[config.mk]
export PLATFORM = sky130hd
export DESIGN_NAME = regfile_wb_arbiter
export DESIGN_NICKNAME = d
export VERILOG_FILES = /design/src/rtl/regfile_wb_arbiter.sv
export SDC_FILE = /design/constraint.sdc
export NUM_CORES = 1
export LEC_CHECK = 0
export CAP_MARGIN = 20
export CORE_MARGIN = 2
export CORE_UTILIZATION = 40
export DETAILED_ROUTE_END_ITERATION = 8
export MAX_ROUTING_LAYER = met4
export PLACE_DENSITY_LB_ADDON = 0.08
export SLEW_MARGIN = 0
export SYNTH_ARGS = -nofsm -noshare
export SYNTH_HDL_FRONTEND = slang
export SYNTH_SLANG_ARGS = --single-unit
[constraint.sdc]
create_clock -name clk -period 4.1 [get_ports clk]
set_input_delay 1.23 -clock clk [delete_from_list [all_inputs] [get_ports clk]]
set_output_delay 1.23 -clock clk [all_outputs]
set_load 0.02 [all_outputs]
[src/rtl/regfile_wb_arbiter.sv]
// rtl/regfile_wb_arbiter.sv - ALU/load writeback arbiter for the regfile write port with pending-load scoreboard
module regfile_wb_arbiter #(
  parameter int XLEN     = 32,
  parameter int AW       = 5,
  parameter int MAXSTALL = 3
) (
  input  logic            clk,
  input  logic            rstn,
  input  logic            alu_valid,
  input  logic [AW-1:0]   alu_rd,
  input  logic [XLEN-1:0] alu_data,
  output logic            alu_ready,
  input  logic            mem_valid,
  input  logic [AW-1:0]   mem_rd,
  input  logic [XLEN-1:0] mem_data,
  output logic            mem_ready,
  input  logic            pend_set,
  input  logic [AW-1:0]   pend_rd,
  input  logic [AW-1:0]   rs1,
  input  logic [AW-1:0]   rs2,
  output logic            rs1_busy,
  output logic            rs2_busy,
  output logic            rf_we,
  output logic [AW-1:0]   rf_rd,
  output logic [XLEN-1:0] rf_wdata
);
  localparam int NREG = 2**AW;
  localparam int SW = (MAXSTALL > 0) ? $clog2(MAXSTALL + 1) : 1;
  localparam logic [SW-1:0] STALL_MAX = SW'(MAXSTALL);

  logic [SW-1:0]   stall_cnt, stall_cnt_next;
  logic [NREG-1:0] pend, pend_next;
  logic            rf_from_mem;
  logic            alu_grant, mem_grant;

  // MEM has priority until the ALU has been blocked MAXSTALL cycles in a row
  always_comb begin
    alu_grant = alu_valid && (!mem_valid || stall_cnt == STALL_MAX);
    mem_grant = mem_valid && !alu_grant;
  end

  assign alu_ready = alu_grant;
  assign mem_ready = mem_grant;

  always_comb begin
    stall_cnt_next = '0;
    if (alu_valid && !alu_grant) begin
      if (stall_cnt != STALL_MAX) stall_cnt_next = stall_cnt + SW'(1);
      else                        stall_cnt_next = stall_cnt;
    end
  end

  // set is applied after clear so a newly issued load supersedes the returning one
  always_comb begin
    pend_next = pend;
    if (mem_grant) pend_next[mem_rd] = 1'b0;
    if (pend_set)  pend_next[pend_rd] = 1'b1;
    pend_next[0] = 1'b0;
  end

  always_ff @(posedge clk or negedge rstn) begin
    if (!rstn) begin
      rf_we       <= 1'b0;
      rf_rd       <= '0;
      rf_wdata    <= '0;
      rf_from_mem <= 1'b0;
      stall_cnt   <= '0;
      pend        <= '0;
    end else begin
      stall_cnt <= stall_cnt_next;
      pend      <= pend_next;
      if (alu_grant) begin
        rf_we       <= (alu_rd != '0);
        rf_rd       <= alu_rd;
        rf_wdata    <= alu_data;
        rf_from_mem <= 1'b0;
      end else if (mem_grant) begin
        rf_we       <= (mem_rd != '0);
        rf_rd       <= mem_rd;
        rf_wdata    <= mem_data;
        rf_from_mem <= 1'b1;
      end else begin
        rf_we <= 1'b0;
      end
    end
  end

  // a load in the output stage has left the scoreboard but is not yet in the regfile
  assign rs1_busy = pend[rs1] || (rf_we && rf_from_mem && rf_rd == rs1);
  assign rs2_busy = pend[rs2] || (rf_we && rf_from_mem && rf_rd == rs2);

endmodule

==> results of run 1 <==
==> registers in the layout, summed over array words and instances, names as in the netlist <==
register	flops
rf_wdata	32
rf_we	1
rf_from_mem	1
stall_cnt	2
pend	31
rf_rd	5
==> synthesized netlist by cell type <==
master    number
nand2_1        7
nand3b_1      10
mux2_2        12
o21ai_1        4
or4_1          1
xor2_1         8
a221oi_1       4
o21ai_0       59
or3b_2         2
or3_1          3
mux4_1         2
o311ai_1       1
o22ai_1       37
o31a_1         2
clkbuf_1      13
a21bo_2        1
inv_1          2
buf_6          2
nand4_1        2
and4b_1        1
nor2_1        78
mux4_2         8
buf_2          3
and2_1         4
mux2i_1       16
nand3_1        4
xnor2_1        2
or3b_1         2
o21ai_2        2
a22o_1         2
nor3b_1        1
nor2b_1        8
buf_1          4
ha_1           1
nand2b_1       1
or2_2          1
nor4_1         2
dfrtp_1       72
==> worst max-delay path: cells and delay by family <==
family | cells | cell delay [ns]
buffers and inverters | 3 | 0.62
muxes | 2 | 0.60
AOI/OAI and AO/OA | 2 | 0.33
==> logic make-up after synthesis <==
| group | count (synthesis) |
|---|---|
| buf+inv | 24 |
| mux | 38 |
| flops | 72 |
| fa+ha+maj | 1 |
| compound gates | 112 |
| simple gates | 127 |
| xor+xnor | 10 |
==> per-layer routing <==
layer / track usage [%] / up-vias / routed length (um)
met5: - / - / 0
met4: 7.17 / 0 / 166
met3: 5.24 / 18 / 850
li1: - / 1689 / -
met2: 38.7 / 133 / 5600
met1: 30.8 / 1727 / 4830
==> per-stage QoR <==
step / TNS (ns) / hold WS, ns / setup slack [ns]
5_1_grt: 0 / 0.481 / 0.0160
6_report: 0 / 0.462 / 0.0849
2_1_floorplan: 0 / 0.415 / 0.397
4_1_cts: 0 / 0.466 / 0.0867
3_5_place_dp: -1.24 / 0.454 / -0.647
3_3_place_gp: -1.20 / 0.431 / -0.607
==> power breakdown <==
| part | internal, mW | leakage [nW] | switching [mW] | total (mW) |
|---|---|---|---|---|
| Combinational | 0.304 | 1.29 | 0.256 | 0.560 |
| Clock | 0.300 | 0.0989 | 0.275 | 0.575 |
| Sequential | 0.819 | 0.843 | 0.103 | 0.922 |
==> repair_timing <==
| action | CTS | global route |
|---|---|---|
| setup buffers | 1 | 0 |
| endpoints found under the setup margin | 2 | 0 |
| resized for setup | 18 | 0 |
==> worst max-delay path by stage <==
stage	end	slack, ns	cells past startpoint
floorplan	rs2_busy	0.40	5
global placement	rs1_busy	-0.61	7
detailed placement	rs1_busy	-0.65	7
CTS	rs1_busy	0.09	7
global route	rs1_busy	0.02	7
finish	rs1_busy	0.08	7
==> cell type report <==
type | count | area [um2] | share of cell area [%]
multi-input cells | 288 | 1890 | 33.8
flip-flops and latches | 72 | 1800 | 32.3
repair buffers | 155 | 1510 | 27.1
well taps | 129 | 161 | 2.90
clock buffers | 10 | 138 | 2.47
clock inverters | 6 | 67.6 | 1.21
inverters | 2 | 7.51 | 0.135
==> results.md, run 1 <==
- Power Total: 2.06 mW
- Worst-path clk slew: 0.09 ns
- Fin util: 60.3%
- Pwr dens: 369 nW/um2
- Routed length per instance: 17.3 um
- Gpl congestion: 0.888
- TritonRoute pass-1 iters: 4
- Post-Place Cells: 644
- First-pass GRT wire length: 18,600 um
- Post-synthesis adder-cell area fraction: 0.329%
- Status: complete, no violations
- Largest net degree at the start of global routing: 73
- Complex-gate fraction of the synthesized area: 17.2%
- # IOs: 136
- CP Data Required Time: 2.87 ns
- ANT nets after route: 0
- Yosys Warn Count: 0
- Max Root-Sink Buffers: 2
- CP Launch Point: rs1[1]
- Worst reg2reg path startpoint: stall_cnt[0]$_DFFE_PN0P_
- Total routed wirelength: 11,400 um
- Commonest cells after routing, fill and taps aside: clkdlybuf4s50_1, nor2_1, dfrtp_1
- Via-per-instance ratio: 5.39
- # clock sinks: 72
- Design Area, Final: 5570 um2
- RSZ-0062 raised after global routing: false
- Core Area: 9240 um2
- Slew HR: 65.9%
- Via count: 3,567
- Latest clock arrival within the worst-skew pair: 0.35 ns
- Ranking of synthesized cells by area: dfrtp_1, o21ai_0, nor2_1
- Non-Filler Instances: 662
- XOR/XNOR share of the synthesized area: 2.31%
- TritonCTS clock tree: yes
- Min-delay src: stall_cnt[0]$_DFFE_PN0P_
- Leak: 2.24 nW
- Vias in the first global route: 3,639
- Share of cells above drive strength 1: 12.8%
- Initial core utilization: 41.1%
- Area grow syn2layout: 46.7%
- Post-Synthesis Cells: 384
- Avg Cell Area, Syn: 9.89 um2
- CP max stage delay: 0.48 ns
- Mapped Area: 3800 um2
- Dpl hpwl: 8470 um
- Filler Cells Inserted: 826
- Hold EP: stall_cnt[0]$_DFFE_PN0P_
- Setup-failing EPs final: 0
- Fmax: 249 MHz
- Post-Synth Simple-Gate Area: 15.9%
- CTS Hold Bufs: 0
- Hold Fails Final Rpt: 0
- Reg2Reg Capture Point: pend[20]$_DFF_PN0_
- Diodes inserted: 0
- CP arrival: 2.79 ns
- Htree depth: 3
- Worst Skew: 0.0141 ns
- Total CTS buffers: 9
- Die Wd: 101 um
- Nets: 623
- Reg2reg path depth: 6
- Worst-margin pin slew: 0.511 ns
- Tmin final: 4.02 ns
- Pins Over Slew Limit: 0
- GRT Util Overall: 24.1%
- IO Port Bufs: 135
- Die area: 10,300 um2
- Initial antenna violation count: 0
- Main combinational cell family by area after synthesis: compound AO/OA/AOI/OAI gates
- Remaining DRCs: 0
- Most common cell after layout, fill and taps aside: clkdlybuf4s50_1
- Critical path launch point type: input port
- Fin crit share: 97.9%
- First-iteration detailed-routing DRC count: 183
- Worst-path cell chain: dlygate4sd2_1, buf_6, mux2i_1, mux4_2, a22o_1, o21ai_2, buf_2
- Post-synthesis register bit count: 72
- Worst vdd ir: 0.000188 V
- Crit end category: primary output
- FP Rows: 35
- Number of max-cap violations: 0
- Hold Crit Depth: 1
- Placed cell area: 5360 um2
- Grt total ovfl: 0
- Cell variety after synth: 38
- Synth Net Count: 479
- Worst Path Max Fanout: 5
- Yosys top cell area share: 47.4%
- Sequential-to-total area share from yosys stat: 47.4%
- FF-to-FF setup slack: 2.01 ns
- Clock Tree Root: clkbuf_8
- Die H: 101 um
- Post-synthesis mux area share: 13.9%
- CP Class: input port to primary output
- CP max stage cell: mux4_2
- Synth area leader: dfrtp_1
- Worst hold path class: register to register
Note: power is estimated with default switching activity, not from simulation.
==> run 2, diff against run 1 <==
--- a/config.mk
+++ b/config.mk
@@ -5,7 +5,7 @@
 export SDC_FILE = /design/constraint.sdc
 export NUM_CORES = 1
 export LEC_CHECK = 0
-export CAP_MARGIN = 20
+export CAP_MARGIN = 40
 export CORE_MARGIN = 2
 export CORE_UTILIZATION = 40
 export DETAILED_ROUTE_END_ITERATION = 8
==> constraint.sdc (replaced) <==
create_clock -name clk -period 3.2 [get_ports clk]
set_input_delay 0.96 -clock clk [delete_from_list [all_inputs] [get_ports clk]]
set_output_delay 0.96 -clock clk [all_outputs]
set_load 0.02 [all_outputs]
==> results.md, run 2 (synthesized netlist as in run 1, its figures left out) <==
- Worst Setup EP: rs2_busy
- Most common cell after layout, fill and taps aside: clkdlybuf4s50_1
- Dpl hpwl: 8580 um
- Setup-failing EPs final: 2
- Worst Skew: 0.0111 ns
- Routed length per instance: 17.4 um
- Most flop-heavy register: rf_wdata
- Worst-path clk slew: 0.08 ns
- Nets: 631
- Die H: 101 um
- Fin crit share: 102%
- Vias in the first global route: 3,630
- Wl on met1: 4940 um
- Fmax: 305 MHz
- Max FFs per register: 32
- Violated checks: setup timing
- IO Port Bufs: 135
- Sequential Area: 1800 um2
- Gpl congestion: 0.890
- Die Wd: 101 um
- Total routed wirelength: 11,700 um
- CP Launch Point: rs2[1]
- Sequential Power Share: 43.5%
- Max Root-Sink Buffers: 2
- Leak: 2.31 nW
- Worst vdd ir: 0.000216 V
- FP Rows: 35
- Internal power: 1.92 mW
- Psw: 811 uW
- Worst reg2reg path startpoint: stall_cnt[0]$_DFFE_PN0P_
- Crit end category: primary output
- CP Data Required Time: 2.24 ns
- Pre-CTS setup slack: -0.997 ns
- Pwr dens: 478 nW/um2
- FF-to-FF setup slack: 1.16 ns
- Switching Share: 29.7%
- CP arrival: 2.32 ns
- Via count: 3,654
- Hold Fails Final Rpt: 0
- Power Total: 2.73 mW
- # IOs: 136
- Number of max-cap violations: 0
- Met2 routed WL: 5720 um
- Core Area: 9240 um2
- Clock Tree Root: clkbuf_8
- Status: complete, but fails checks
- Diodes inserted: 0
- ANT nets after route: 0
- First-pass GRT wire length: 18,500 um
- TritonCTS clock tree: yes
- Worst-margin pin slew: 0.703 ns
- Pins Over Slew Limit: 0
- Multi-input logic area: 1910 um2
- Die area: 10,300 um2
- Largest registers: rf_wdata (32), pend (31), rf_rd (5)
- Initial core utilization: 41.1%
- Highest routed metal layer: met4
- Total CTS buffers: 9
- Clock power frac: 29.3%
- Tmin final: 3.28 ns
- Non-Filler Instances: 670
- Latest clock arrival within the worst-skew pair: 0.35 ns
- Post-Place Cells: 649
- Worst Path Max Fanout: 5
- Critical path launch point type: input port
- CTS Hold Bufs: 0
- GRT Util Overall: 24.3%
- First-iteration detailed-routing DRC count: 200
- Fin util: 61.8%
- Met3 Wirelength: 765 um
- Commonest cells after routing, fill and taps aside: clkdlybuf4s50_1, nor2_1, dfrtp_1
- Via-per-instance ratio: 5.45
- Reg2reg path depth: 6
- RSZ-0062 raised after global routing: true
- CP Class: input port to primary output
- Initial antenna violation count: 0
- Htree depth: 3
- Slew HR: 53.1%
- Largest net degree at the start of global routing: 44
- Reg2Reg Capture Point: pend[28]$_DFF_PN0_
- Logic gate share of total power: 27.3%
- TritonRoute pass-1 iters: 5
- Share of cells above drive strength 1: 15.3%
- Filler Cells Inserted: 806
- Grt total ovfl: 0
- Post-route worst setup slack: -0.0764 ns
- Area grow syn2layout: 50.4%
- Remaining DRCs: 0
- Worst hold path class: register to register
- # clock sinks: 72
run 2: worst min path at each step:
stage	startpoint	endpoint	cells past startpoint
finish	stall_cnt[0]$_DFFE_PN0P_	stall_cnt[0]$_DFFE_PN0P_	1
global route	stall_cnt[0]$_DFFE_PN0P_	stall_cnt[0]$_DFFE_PN0P_	1
CTS	stall_cnt[0]$_DFFE_PN0P_	stall_cnt[0]$_DFFE_PN0P_	1
global placement	stall_cnt[0]$_DFFE_PN0P_	stall_cnt[0]$_DFFE_PN0P_	1
floorplan	stall_cnt[0]$_DFFE_PN0P_	stall_cnt[0]$_DFFE_PN0P_	1
detailed placement	stall_cnt[0]$_DFFE_PN0P_	stall_cnt[0]$_DFFE_PN0P_	1
run 2: area by class of cell:
cell class	instances	share of cell area [%]
timing repair buffer	163	28.3
clock buffer	11	2.48
tap	129	2.83
multi-input combinational	288	33.4
sequential	72	31.5
clock inverter	5	1.40
inverter	2	0.131
run 2: worst max-delay path, cell delays in order:
cell	delay, ns
buf_12	0.11
buf_12	0.13
mux2i_2	0.14
mux4_2	0.46
a22o_1	0.25
o21ai_2	0.13
buf_6	0.13
run 2: per-stage QoR:
stage	cell area [um2]	hold slack (ns)	TNS [ns]
3_3_place_gp	5400	0.427	-2.19
4_1_cts	5700	0.466	-0.180
6_report	5710	0.460	-0.141
2_1_floorplan	3800	0.415	0
3_5_place_dp	5400	0.455	-2.27
5_1_grt	5710	0.473	-0.241
run 2: power groups by stage:
stage	Sequential, mW	Clock (mW)	Combinational [mW]
after floorplan	1.20	0	0.326
after global placement	1.19	0	0.707
after detailed placement	1.19	0	0.722
after CTS	1.18	0.814	0.743
after global routing	1.20	0.859	0.809
final	1.19	0.799	0.745
run 2: metal layers:
layer / vias to the layer above / GRT usage [%]
li1: 1710 / -
met1: 1765 / 31.3
met2: 153 / 38.3
met3: 26 / 4.28
met4: 0 / 9.25
met5: - / -
run 2: repair_timing:
item                       CTS  global route
pin swaps                    6             5
setup endpoints to repair    4             2
resized for setup           45             8
hold endpoints to repair     0             0
gates cloned                 2             0
setup buffers                3             0
==> run 3, diff against run 2 <==
--- a/config.mk
+++ b/config.mk
@@ -8,6 +8,7 @@
 export CAP_MARGIN = 40
 export CORE_MARGIN = 2
 export CORE_UTILIZATION = 40
+export CTS_BUF_LIST = sky130_fd_sc_hd__clkbuf_8
 export DETAILED_ROUTE_END_ITERATION = 8
 export MAX_ROUTING_LAYER = met4
 export PLACE_DENSITY_LB_ADDON = 0.08
==> results.md, run 3 (synthesized netlist as in run 1, its figures left out) <==
- Status: complete, but fails checks
- Violated checks: setup timing
- Clock power frac: 29.2%
- Max FFs per register: 32
- Pins Over Slew Limit: 0
- FP Rows: 35
- Total CTS buffers: 9
- CP Data Required Time: 2.24 ns
- Core Area: 9240 um2
- Initial antenna violation count: 0
- First-iteration detailed-routing DRC count: 200
- Crit end category: primary output
- Setup-failing EPs final: 2
- IO Port Bufs: 135
- Slew HR: 53.1%
- Design Area, Final: 5710 um2
- Grt total ovfl: 0
- Worst-path clk slew: 0.08 ns
- Worst reg2reg path startpoint: stall_cnt[0]$_DFFE_PN0P_
- TritonRoute pass-1 iters: 5
- Routed length per instance: 17.4 um
- Psw: 811 uW
- Min-delay src: stall_cnt[0]$_DFFE_PN0P_
- Diodes inserted: 0
- Remaining DRCs: 0
- CP arrival: 2.32 ns
- Crit-path leading delay family: multiplexers
- Gpl congestion: 0.890
- Worst Path Max Fanout: 5
- Cell repeated most along the worst path: buf_12
- Via count: 3,651
- Area grow syn2layout: 50.4%
- Worst vdd ir: 0.000216 V
- Sequential Power Share: 43.5%
- Largest registers: rf_wdata (32), pend (31), rf_rd (5)
- Nets: 631
- Max Root-Sink Buffers: 2
- Fmax: 305 MHz
- RSZ-0062 raised after global routing: true
- Worst-path cell chain: buf_12, buf_12, mux2i_2, mux4_2, a22o_1, o21ai_2, buf_6
- Via-per-instance ratio: 5.45
- # IOs: 136
- CP max stage cell: mux4_2
- Post-route worst setup slack: -0.0764 ns
- Latest clock arrival within the worst-skew pair: 0.35 ns
- # clock sinks: 72
- Dpl hpwl: 8580 um
- TritonCTS clock tree: yes
- Switching Share: 29.7%
- CP max stage delay: 0.46 ns
- Commonest cells after routing, fill and taps aside: clkdlybuf4s50_1, nor2_1, dfrtp_1
- Die area: 10,300 um2
- Clock Tree Root: clkbuf_8
- Worst hold path class: register to register
- Tmin final: 3.28 ns
- Htree depth: 3
- Initial core utilization: 41.1%
- Minimum hold slack: 0.460 ns
- Worst Skew: 0.0111 ns
- Most common cell after layout, fill and taps aside: clkdlybuf4s50_1
- CP Class: input port to primary output
- Die Wd: 101 um
- Hold Fails Final Rpt: 0
- CTS Hold Bufs: 0
- CP Launch Point: rs2[1]
- Power Total: 2.73 mW
- ANT nets after route: 0
- Leak: 2.31 nW
- Largest net degree at the start of global routing: 44
- Fin crit share: 102%
- Number of max-cap violations: 0
- Placed cell area: 5400 um2
- Most flop-heavy register: rf_wdata
- GRT Util Overall: 24.3%
- Vias in the first global route: 3,630
- Internal power: 1.92 mW
- Total routed wirelength: 11,700 um
- Worst-margin pin slew: 0.703 ns
- Fin util: 61.8%
- Pwr dens: 478 nW/um2
- Die H: 101 um
- Critical path launch point type: input port
- WP buf/inv: 3
- First-pass GRT wire length: 18,500 um
- Share of cells above drive strength 1: 15.3%
- Logic gate share of total power: 27.3%
[run 3: cell count changes in the layout (fill, tap and decap cells not counted)]
cell | before | now
clkbuf_1 | 1 | 0
inv_1 | 2 | 3
[run 3: cell type report]
class | instances | area, um2
clock buffer | 10 | 138
clock inverter | 6 | 83.8
timing repair buffer | 163 | 1610
inverter | 2 | 7.51
tap | 129 | 161
multi-input combinational | 288 | 1910
sequential | 72 | 1800
fill | 806 | 3530
[run 3: stage by stage]
stage | TNS [ns] | cells | setup slack, ns
6_report | -0.141 | 670 | -0.0764
5_1_grt | -0.241 | 670 | -0.123
4_1_cts | -0.180 | 670 | -0.121
3_5_place_dp | -2.27 | 649 | -0.997
3_3_place_gp | -2.19 | 649 | -0.963
2_1_floorplan | 0 | 384 | 0.0372
[run 3: what timing repair did]
item / in CTS / in global routing
gates cloned: 2 / 0
resized for setup: 45 / 8
setup endpoints to repair: 4 / 2
buffers inserted: 3 / 0
hold endpoints to repair: 0 / 0
pin swaps: 6 / 5
[run 3: path summary, 6_finish.rpt]
kind,endpoint,slack (ns),depth (start not counted)
max,rs2_busy,-0.08,7
min,stall_cnt[0]$_DFFE_PN0P_,0.46,1
max reg2reg,pend[28]$_DFF_PN0_,1.16,6
min reg2reg,stall_cnt[0]$_DFFE_PN0P_,0.46,1
max in group asynchronous,pend[12]$_DFF_PN0_,1.88,2
min in group asynchronous,rf_wdata[28]$_DFFE_PN0P_,0.65,1
[run 3: layer usage]
metal	share of wire [%]	routed length (um)	GRT usage [%]	vias up
met3	6.3	742	4.28	26
met5	0	0	-	-
li1	-	-	-	1710
met1	42	4960	31.3	1760
met2	49	5730	38.3	155
met4	2.2	261	9.25	0
[run 3: power groups by stage]
stage	Clock [mW]	Combinational (mW)	Sequential, mW
global route	0.856	0.809	1.20
detailed placement	0	0.722	1.19
finish	0.796	0.745	1.19
global placement	0	0.707	1.19
floorplan	0	0.326	1.20
CTS	0.811	0.743	1.18
